<file path="src/rtl/bnn_pkg.sv">
// Shared types and sizing helpers for the BNN classifier core.
// Weight map: hidden rows, then hidden biases, then class rows.
package bnn_pkg;

  typedef enum logic [1:0] {
    IDLE   = 2'd0,
    HIDDEN = 2'd1,
    OUTPUT = 2'd2,
    DONE   = 2'd3
  } bnn_state_e;

  function automatic int clog2(input int value);
    int r;
    r = 0;
    while ((1 << r) < value) begin
      r++;
    end
    return r;
  endfunction

  function automatic int max2(input int a, input int b);
    return (a > b) ? a : b;
  endfunction

  localparam int HID_BASE = 0;

  function automatic int bias_base(input int n_hid);
    return n_hid;
  endfunction

  function automatic int cls_base(input int n_hid);
    return 2 * n_hid;
  endfunction

endpackage

</file>
<file path="src/rtl/bnn_xnor_popcount.sv">
// Combinational XNOR of two W-bit vectors followed by a popcount of the
// agreeing bit positions.
module bnn_xnor_popcount
  import bnn_pkg::*;
#(
  parameter int W = 4,
  localparam int CW = clog2(W + 1)
) (
  input  logic [W-1:0]  a,
  input  logic [W-1:0]  b,
  output logic [CW-1:0] cnt
);

  logic [W-1:0] agree;

  for (genvar gi = 0; gi < W; gi++) begin : g_xnor
    assign agree[gi] = ~(a[gi] ^ b[gi]);
  end

  always_comb begin
    cnt = '0;
    for (int i = 0; i < W; i++) begin
      cnt = cnt + CW'(agree[i]);
    end
  end

endmodule

</file>
<file path="src/rtl/bnn_classifier_core.sv">
// Sequential binarised-NN classifier: one hidden neuron per cycle, then one
// class score per cycle with lowest-index tie-break. Optional BNN_SCORE_OUT_EN adds out_score.
module bnn_classifier_core
  import bnn_pkg::*;
#(
  parameter int N_IN   = 4,
  parameter int FEAT_W = 4,
  parameter int N_HID  = 4,
  parameter int N_CLS  = 2,
  parameter int BIAS_W = 4,
  localparam int AW  = clog2(2 * N_HID + N_CLS),
  localparam int DW  = max2(N_IN, max2(N_HID, BIAS_W)),
  localparam int OCW = max2(1, clog2(N_CLS)),
  localparam int SW  = clog2(N_HID + 1)
) (
  input  logic                   clk,
  input  logic                   rst,
  input  logic                   in_valid,
  output logic                   in_ready,
  input  logic [N_IN*FEAT_W-1:0] in_feat,
  input  logic                   wr_en,
  input  logic [AW-1:0]          wr_addr,
  input  logic [DW-1:0]          wr_data,
  output logic                   out_valid,
  input  logic                   out_ready,
  output logic [OCW-1:0]         out_class,
`ifdef BNN_SCORE_OUT_EN
  output logic [SW-1:0]          out_score,
`endif
  output logic [N_HID-1:0]       out_hidden
);

  localparam int PCW = clog2(N_IN + 1);
  localparam int PW  = max2(BIAS_W, PCW + 1) + 1;
  localparam int CW  = max2(1, clog2(max2(N_HID, N_CLS)));

  bnn_state_e state_q, state_d;
  logic [CW-1:0]     cnt_q, cnt_d;
  logic [N_IN-1:0]   x_q, x_d;
  logic [N_HID-1:0]  act_q, act_d;
  logic [SW-1:0]     best_score_q, best_score_d;
  logic [OCW-1:0]    best_idx_q, best_idx_d;
  logic              in_ready_q, in_ready_d;
  logic              out_valid_q, out_valid_d;
  logic [OCW-1:0]    out_class_q, out_class_d;
  logic [N_HID-1:0]  out_hidden_q, out_hidden_d;
`ifdef BNN_SCORE_OUT_EN
  logic [SW-1:0]     score_q, score_d;
`endif

  logic [N_IN-1:0]   hid_w_q [N_HID];
  logic [N_IN-1:0]   hid_w_d [N_HID];
  logic [BIAS_W-1:0] bias_q  [N_HID];
  logic [BIAS_W-1:0] bias_d  [N_HID];
  logic [N_HID-1:0]  cls_w_q [N_CLS];
  logic [N_HID-1:0]  cls_w_d [N_CLS];

  logic [N_IN-1:0]   feat_bits;
  logic [N_IN-1:0]   hid_row;
  logic [BIAS_W-1:0] bias_sel;
  logic [N_HID-1:0]  cls_row;
  logic [PCW-1:0]    hid_pc;
  logic [SW-1:0]     cls_score;
  logic signed [PW-1:0] pre_act;
  logic              neuron_act;
  logic              wr_ok;
  logic [SW-1:0]     best_score_n;
  logic [OCW-1:0]    best_idx_n;

  // A feature binarises to 1 when it sits in the upper half of its range.
  for (genvar gi = 0; gi < N_IN; gi++) begin : g_bin
    assign feat_bits[gi] = (in_feat[gi*FEAT_W +: FEAT_W] >= FEAT_W'(1 << (FEAT_W - 1)));
  end

  always_comb begin
    hid_row  = '0;
    bias_sel = '0;
    cls_row  = '0;
    for (int h = 0; h < N_HID; h++) begin
      if (cnt_q == CW'(h)) begin
        hid_row  = hid_w_q[h];
        bias_sel = bias_q[h];
      end
    end
    for (int c = 0; c < N_CLS; c++) begin
      if (cnt_q == CW'(c)) begin
        cls_row = cls_w_q[c];
      end
    end
  end

  bnn_xnor_popcount #(.W(N_IN)) u_hid_pc (
    .a   (x_q),
    .b   (hid_row),
    .cnt (hid_pc)
  );

  bnn_xnor_popcount #(.W(N_HID)) u_cls_pc (
    .a   (act_q),
    .b   (cls_row),
    .cnt (cls_score)
  );

  assign pre_act = $signed({{(PW - PCW){1'b0}}, hid_pc})
                 + $signed({{(PW - BIAS_W){bias_sel[BIAS_W-1]}}, bias_sel});
  assign neuron_act = ~pre_act[PW-1];

  // Weight updates are only honoured while idle; unmatched addresses fall through.
  always_comb begin
    wr_ok   = wr_en && (state_q == IDLE);
    hid_w_d = hid_w_q;
    bias_d  = bias_q;
    cls_w_d = cls_w_q;
    for (int h = 0; h < N_HID; h++) begin
      if (wr_ok && wr_addr == AW'(HID_BASE + h)) hid_w_d[h] = wr_data[N_IN-1:0];
      if (wr_ok && wr_addr == AW'(bias_base(N_HID) + h)) bias_d[h] = wr_data[BIAS_W-1:0];
    end
    for (int c = 0; c < N_CLS; c++) begin
      if (wr_ok && wr_addr == AW'(cls_base(N_HID) + c)) cls_w_d[c] = wr_data[N_HID-1:0];
    end
  end

  always_comb begin
    state_d      = state_q;
    cnt_d        = cnt_q;
    x_d          = x_q;
    act_d        = act_q;
    best_score_d = best_score_q;
    best_idx_d   = best_idx_q;
    out_class_d  = out_class_q;
    out_hidden_d = out_hidden_q;
`ifdef BNN_SCORE_OUT_EN
    score_d      = score_q;
`endif
    best_score_n = best_score_q;
    best_idx_n   = best_idx_q;
    if ((cnt_q == '0) || (cls_score > best_score_q)) begin
      best_score_n = cls_score;
      best_idx_n   = OCW'(cnt_q);
    end

    case (state_q)
      IDLE: begin
        if (in_valid) begin
          x_d     = feat_bits;
          cnt_d   = '0;
          state_d = HIDDEN;
        end
      end
      HIDDEN: begin
        for (int h = 0; h < N_HID; h++) begin
          if (cnt_q == CW'(h)) act_d[h] = neuron_act;
        end
        if (cnt_q == CW'(N_HID - 1)) begin
          cnt_d   = '0;
          state_d = OUTPUT;
        end else begin
          cnt_d = cnt_q + CW'(1);
        end
      end
      OUTPUT: begin
        best_score_d = best_score_n;
        best_idx_d   = best_idx_n;
        if (cnt_q == CW'(N_CLS - 1)) begin
          state_d      = DONE;
          out_class_d  = best_idx_n;
          out_hidden_d = act_q;
`ifdef BNN_SCORE_OUT_EN
          score_d      = best_score_n;
`endif
        end else begin
          cnt_d = cnt_q + CW'(1);
        end
      end
      DONE: begin
        if (out_ready) state_d = IDLE;
      end
      default: state_d = IDLE;
    endcase

    in_ready_d  = (state_d == IDLE);
    out_valid_d = (state_d == DONE);
  end

  always_ff @(posedge clk) begin
    if (rst) begin
      state_q      <= IDLE;
      cnt_q        <= '0;
      x_q          <= '0;
      act_q        <= '0;
      best_score_q <= '0;
      best_idx_q   <= '0;
      in_ready_q   <= 1'b1;
      out_valid_q  <= 1'b0;
      out_class_q  <= '0;
      out_hidden_q <= '0;
`ifdef BNN_SCORE_OUT_EN
      score_q      <= '0;
`endif
      hid_w_q      <= '{default: '0};
      bias_q       <= '{default: '0};
      cls_w_q      <= '{default: '0};
    end else begin
      state_q      <= state_d;
      cnt_q        <= cnt_d;
      x_q          <= x_d;
      act_q        <= act_d;
      best_score_q <= best_score_d;
      best_idx_q   <= best_idx_d;
      in_ready_q   <= in_ready_d;
      out_valid_q  <= out_valid_d;
      out_class_q  <= out_class_d;
      out_hidden_q <= out_hidden_d;
`ifdef BNN_SCORE_OUT_EN
      score_q      <= score_d;
`endif
      hid_w_q      <= hid_w_d;
      bias_q       <= bias_d;
      cls_w_q      <= cls_w_d;
    end
  end

  assign in_ready   = in_ready_q;
  assign out_valid  = out_valid_q;
  assign out_class  = out_class_q;
  assign out_hidden = out_hidden_q;
`ifdef BNN_SCORE_OUT_EN
  assign out_score  = score_q;
`endif

endmodule

</file>
<file path="config.mk">
export PLATFORM = sky130hd
export DESIGN_NAME = bnn_classifier_core
export DESIGN_NICKNAME = d
export VERILOG_FILES = /design/src/rtl/bnn_pkg.sv /design/src/rtl/bnn_xnor_popcount.sv /design/src/rtl/bnn_classifier_core.sv
export SDC_FILE = /design/constraint.sdc
export NUM_CORES = 1
export LEC_CHECK = 0
export ABC_CLOCK_PERIOD_IN_PS = 9500
export CAP_MARGIN = 40
export CORE_MARGIN = 8
export CORE_UTILIZATION = 65
export DETAILED_ROUTE_END_ITERATION = 10
export DONT_BUFFER_PORTS = 1
export PLACE_DENSITY = 0.78
export SLEW_MARGIN = 20
export SYNTH_ARGS = -nofsm -noshare
export SYNTH_HDL_FRONTEND = slang
export SYNTH_HIERARCHICAL = 1
export SYNTH_SLANG_ARGS = --single-unit
</file>
<file path="constraint.sdc">
create_clock -name clk -period 9.5 [get_ports clk]
set_clock_uncertainty 0.2 [all_clocks]
set_input_delay 1.9 -clock clk [delete_from_list [all_inputs] [get_ports clk]]
set_output_delay 1.9 -clock clk [all_outputs]
set_load 0.02 [all_outputs]
</file>
==> results.yml, run 1 <==
yosys:
  syn_area_um2: 3190
  synth_top_area_cell: "dfxtp_1"
  synth.top_cells.by_area: "dfxtp_1, mux2i_1, ha_1"
  synth_warnings: 6
  yosysMostFrequentCell: "dfxtp_1"
  synth-main-ff-cell: "dfxtp_1"
  syn_inst: 377
  async_reset_ff_share_pct: 0
  synth_edf_count: 0
  synth_commonest_cells: "dfxtp_1, nand2_1, nor2_1"
  avgSynthCellArea_um2: 8.45
  synth_nets: 426
  ys_types: 39
  yosysSeqAreaShare_pct: 39.6
  ys_ff_latch: 63
  synth_top_area_share_pct: 39.6
die:
  dieArea_um2: 7400
  initial_core_util_pct: 67.5
  die_w_um: 86.0
  io_pins: 36
  row_count: 25
  coreArea_um2: 4720
  fp.dieH_um: 86.0
pwr:
  powerDensity_nw_per_um2: 204
  internal-power_uw: 473
  p_leak_uw: 0.00127
  finalPower_uw: 683
  ir_drop_mv: 0.137
  seqPwrFrac_pct: 44.2
  power.switching_uw: 211
  pwr-share-clk_pct: 31.0
  comb_power_share_pct: 24.8
  switching_share_pct: 30.9
sta:
  rsz0062_at_grt: "no"
  final-setup-viol-count: 0
  worstMarginPinSlew_ps: 675
  period_minus_slack_ps: 4270
  max-slew-margin-rel_pct: 53.8
  fin_crit_sh_pct: 44.9
  finalHoldViolCount: 0
  slew_viol_final: 0
  max_freq_mhz: 234
  setup_tns_ps: 0
global_routing:
  gr-total-overflow: 0
  first_global_vias: 2369
  grt_use_total_pct: 19.5
  grt_start_max_net_pins: 66
  grt_pass1_wl_um: 11300
  antenna_found_initial: 0
clocking:
  post-cts-setup-buffer-count: 0
  htree_levels: 3
  clk_latency_ps: 340
  cts.path.max_buffers: 2
  cts-buffers-inserted: 9
  ctsHoldBuffers: 0
  cts_num_sinks: 63
  cts_tree: "built"
  clkTransAtPathRegs_ps: 60
  root_buffer: "clkbuf_8"
  cts_resized: 0
setup_path:
  crit_start: "cnt_q[0]$_SDFFE_PP0P_"
  r2r_end: "act_q[1]$_SDFFE_PP0P_"
  reg2reg_setup_slack_ps: 5230
  worstPathArrival_ps: 4270
  worstRegToRegCells: 14
  start_kind: "flip-flop"
  r2r-start: "cnt_q[0]$_SDFFE_PP0P_"
  cp_max_fo: 15
  crit_end: "act_q[1]$_SDFFE_PP0P_"
  crit_required_ps: 9500
  cp-end-kind: "flip-flop"
  crit_type: "reg -> reg"
flow_run:
  maxCapViolCount: 0
drt:
  via_per_inst: 5.66
  drtPass1Iterations: 4
  wire_per_inst_um: 15.4
  vias: 2468
  routed_wl_um: 6710
  postRouteAntennaNets: 0
  drt-initial-drc-count: 171
  drc: 0
min_path:
  hp-class: "reg -> reg"
place:
  gp_congestion: 0.785
  io_buffer_count: 0
  post-dp-hpwl_um: 4600
  dpl_cell_area_um2: 3160
outcome:
  outcome: "complete, no violations"
layout:
  fin_area_um2: 3360
  drive_above_1_share_pct: 4.88
  synthToLayoutAreaGrowth_pct: 5.30
  utilization_pct: 71.0
  antenna_cells: 0
  nets: 414
## flip-flops by register name (all words and copies together), names as in the netlist
name and cells:
act_q 4, best_idx_q 1, best_score_q 3, bias_q 16, cls_w_q 8, cnt_q 2
hid_w_q 16, in_ready 1, out_class 1, out_hidden 4, out_valid 1, state_q 2
x_q 4
## power groups by stage
stage	clock, uW	sequential, uW	combinational [uW]
finish	212	302	170
global route	228	304	195
CTS	215	302	167
detailed placement	0	308	165
global placement	0	307	158
floorplan	0	304	138
## critical path, stage by stage (launching register included)
cell and delay (ps):
dfxtp_1 350, inv_1 100, ha_1 530, nand3b_1 170, a21oi_1 190, a21oi_1 70
o21ai_0 260, xnor2_1 140, ha_1 320, fa_1 410, ha_1 300, ha_1 210
or3_1 350, o221ai_1 370, a311oi_1 170
## through the flow
step / hold WS (ps) / worst slack [ps] / instances
after floorplan: 236 / 5770 / 377
final: 256 / 5230 / 436
after global placement: 242 / 5190 / 418
after CTS: 253 / 5070 / 434
after detailed placement: 245 / 5100 / 419
after global routing: 271 / 4810 / 436
## cells by family after synthesis
group / after synthesis / share of synthesized area [%]
simple gates: 149 / 22.3
flops: 63 / 39.6
compound gates: 67 / 12.1
xor+xnor: 8 / 2.20
fa+ha+maj: 20 / 8.32
mux: 34 / 10.7
buf+inv: 36 / 4.83
## cells in the final DEF (no fill, tap or decap), types with 3 or more instances in the layout
cell,Yosys,routed
or3_1,5,5
a21oi_1,35,35
dfxtp_1,63,63
inv_1,10,10
nand3b_1,7,7
clkbuf_1,20,3
a311oi_1,5,5
ha_1,18,18
and2_1,4,4
mux2i_1,34,34
o21ai_0,18,18
nand2_1,54,54
nand3_1,9,9
xnor2_1,8,8
nand2b_1,11,11
nor2_1,45,45
clkbuf_8,0,12
## metal layers
metal	vias up	part of all wire (%)	GRT usage [%]
li1	1258	-	-
met1	1156	46	23.9
met2	45	49	30.5
met3	9	4.4	6.30
met4	0	1.3	7.96
met5	-	0	0
## final cells by class
class                      count  area, um2
clock buffer                  15        176
fill                         365       1370
inverter                      10       37.5
multi-input combinational    278       1770
sequential                    63       1260
tap                           67       83.8
timing repair buffer           3       25.0
## worst min path at each step
stage / start / endpoint / slack (ps) / depth (start not counted)
2_1_floorplan: hid_w_q[12]$_SDFFE_PP0P_ / hid_w_q[12]$_SDFFE_PP0P_ / 240 / 2
3_3_place_gp: hid_w_q[14]$_SDFFE_PP0P_ / hid_w_q[14]$_SDFFE_PP0P_ / 240 / 2
3_5_place_dp: hid_w_q[14]$_SDFFE_PP0P_ / hid_w_q[14]$_SDFFE_PP0P_ / 250 / 2
4_1_cts: hid_w_q[14]$_SDFFE_PP0P_ / hid_w_q[14]$_SDFFE_PP0P_ / 250 / 2
5_1_grt: hid_w_q[14]$_SDFFE_PP0P_ / hid_w_q[14]$_SDFFE_PP0P_ / 270 / 2
6_report: hid_w_q[13]$_SDFFE_PP0P_ / hid_w_q[13]$_SDFFE_PP0P_ / 260 / 2
(Power assumes the default switching activity.)
==> run 2: changes to the inputs <==
--- a/config.mk
+++ b/config.mk
@@ -5,13 +5,13 @@
 export SDC_FILE = /design/constraint.sdc
 export NUM_CORES = 1
 export LEC_CHECK = 0
-export ABC_CLOCK_PERIOD_IN_PS = 9500
+export ABC_CLOCK_PERIOD_IN_PS = 4200
 export CAP_MARGIN = 40
 export CORE_MARGIN = 8
-export CORE_UTILIZATION = 65
+export CORE_UTILIZATION = 63
 export DETAILED_ROUTE_END_ITERATION = 10
 export DONT_BUFFER_PORTS = 1
-export PLACE_DENSITY = 0.78
+export PLACE_DENSITY = 0.76
 export SLEW_MARGIN = 20
 export SYNTH_ARGS = -nofsm -noshare
 export SYNTH_HDL_FRONTEND = slang
==> constraint.sdc (replaced) <==
create_clock -name clk -period 4.2 [get_ports clk]
set_clock_uncertainty 0.2 [all_clocks]
set_input_delay 0.84 -clock clk [delete_from_list [all_inputs] [get_ports clk]]
set_output_delay 0.84 -clock clk [all_outputs]
set_load 0.02 [all_outputs]
==> results.yml, run 2 (synthesis results as in run 1) <==
setup_path:
  crit_required_ps: 4200
  cp_top_family: "adder cells"
  cp-end-kind: "flip-flop"
  cp_max_fo: 17
  critPathMaxStageDelay_ps: 420
  start_kind: "flip-flop"
  crit_type: "reg -> reg"
  worstPathArrival_ps: 3890
  crit_slowest_cell: "dfxtp_1"
  cpMostUsedCell: "ha_1"
  path_cells: "ha_2 > nand3b_1 > a21oi_1 > a21oi_1 > o21ai_0 > xnor2_1 > ha_1 > fa_1 > ha_1 > ha_1 > or3_1 > o221ai_1 > a311oi_1"
  critPathBufInv: 0
sta:
  fin_crit_sh_pct: 92.8
  setup_tns_ps: 0
  slew_viol_final: 0
  max-slew-margin-rel_pct: 55.6
  rsz0062_at_grt: "no"
  finalHoldViolCount: 0
  final-setup-viol-count: 0
  period_minus_slack_ps: 3900
  max_freq_mhz: 256
  fin_hold_ws_ps: 257
  worstMarginPinSlew_ps: 649
  worst_slack_ps: 301
global_routing:
  met3_usage_pct: 3.49
  grt_use_total_pct: 19.0
  gr-total-overflow: 0
  grt_util_met1_pct: 23.9
  gr-usage-met2_pct: 30.6
  grt.busiest_layer: "met2"
  first_global_vias: 2396
  grt_start_max_net_pins: 66
  grt_pass1_wl_um: 11300
  antenna_found_initial: 0
pwr:
  powerDensity_nw_per_um2: 458
  p_leak_uw: 0.00129
  ir_drop_mv: 0.331
  finalPower_uw: 1560
layout:
  final_common_cell: "dfxtp_1"
  top_regs: "bias_q (16), hid_w_q (16), cls_w_q (8)"
  final_cell_mix: "dfxtp_1, nand2_1, nor2_1"
  fin_cells: 442
  fill_cells: 428
  synthToLayoutAreaGrowth_pct: 6.64
  antenna_cells: 0
  nets: 418
  multi_input_area_um2: 1780
  regArea_um2: 1260
  drive_above_1_share_pct: 6.72
place:
  dp_slack_ps: 154
  dp_cells: 428
  post-dp-hpwl_um: 4700
  gp_congestion: 0.796
  io_buffer_count: 0
drt:
  postRouteAntennaNets: 0
  via_per_inst: 5.72
  vias: 2527
  drc: 0
  wire_per_inst_um: 15.1
  drt-initial-drc-count: 207
  routed_wl_um: 6670
  drtPass1Iterations: 4
clocking:
  clkTransAtPathRegs_ps: 60
  htree_levels: 3
  root_buffer: "clkbuf_8"
  cts-buffers-inserted: 9
  cts_tree: "built"
  cts_num_sinks: 63
  cts.path.max_buffers: 2
  clk_latency_ps: 330
die:
  row_count: 26
  coreArea_um2: 5010
  initial_core_util_pct: 63.6
  fp.dieH_um: 87.1
  die_w_um: 87.1
  dieArea_um2: 7590
  io_pins: 36
outcome:
  outcome: "complete, no violations"
flow_run:
  maxCapViolCount: 0
min_path:
  hp-class: "reg -> reg"
run 2: metrics by stage:
stage / cell area [um2] / utilization (%)
global placement: 3210 / 64.1
detailed placement: 3210 / 64.1
finish: 3400 / 67.8
CTS: 3390 / 67.7
floorplan: 3190 / -
global route: 3400 / 67.8
run 2: layout make-up:
cell class                      count  area share [%]
Clock buffer                       14            5.38
Inverter                           10            1.10
Multi-Input combinational cell    278            52.3
Sequential cell                    63            37.1
Tap cell                           70            2.58
Timing Repair Buffer                7            1.55
run 2: final timing paths:
kind / from / end / slack (ps) / depth (start not counted)
setup / recovery: cnt_q[0]$_SDFFE_PP0P_ / act_q[3]$_SDFFE_PP0P_ / 300 / 13
setup reg to reg: cnt_q[0]$_SDFFE_PP0P_ / act_q[3]$_SDFFE_PP0P_ / 300 / 13
hold / removal: hid_w_q[15]$_SDFFE_PP0P_ / hid_w_q[15]$_SDFFE_PP0P_ / 260 / 2
hold reg to reg: hid_w_q[15]$_SDFFE_PP0P_ / hid_w_q[15]$_SDFFE_PP0P_ / 260 / 2
run 2: worst min-delay path, stage by stage, from the launching register on:
cell and delay [ps]:
dfxtp_1 310, nand2_1 50, a21oi_1 50
run 2: metal layers:
metal	vias to the layer above	share of wire [%]
li1	1262	-
met1	1208	45
met2	48	48
met3	9	4.8
met4	0	1.3
met5	-	0
run 2: power by group:
group	internal (uW)	leakage (uW)	switching, uW
sequential	641	0.000510	42.8
combinational	171	0.000690	217
clock	273	0.0000946	213
run 2: repair_timing:
action / CTS / global route
buffers inserted: 0 / 0
hold buffers: 0 / 0
resized for setup: 0 / 2
endpoints found under the setup margin: 0 / 9
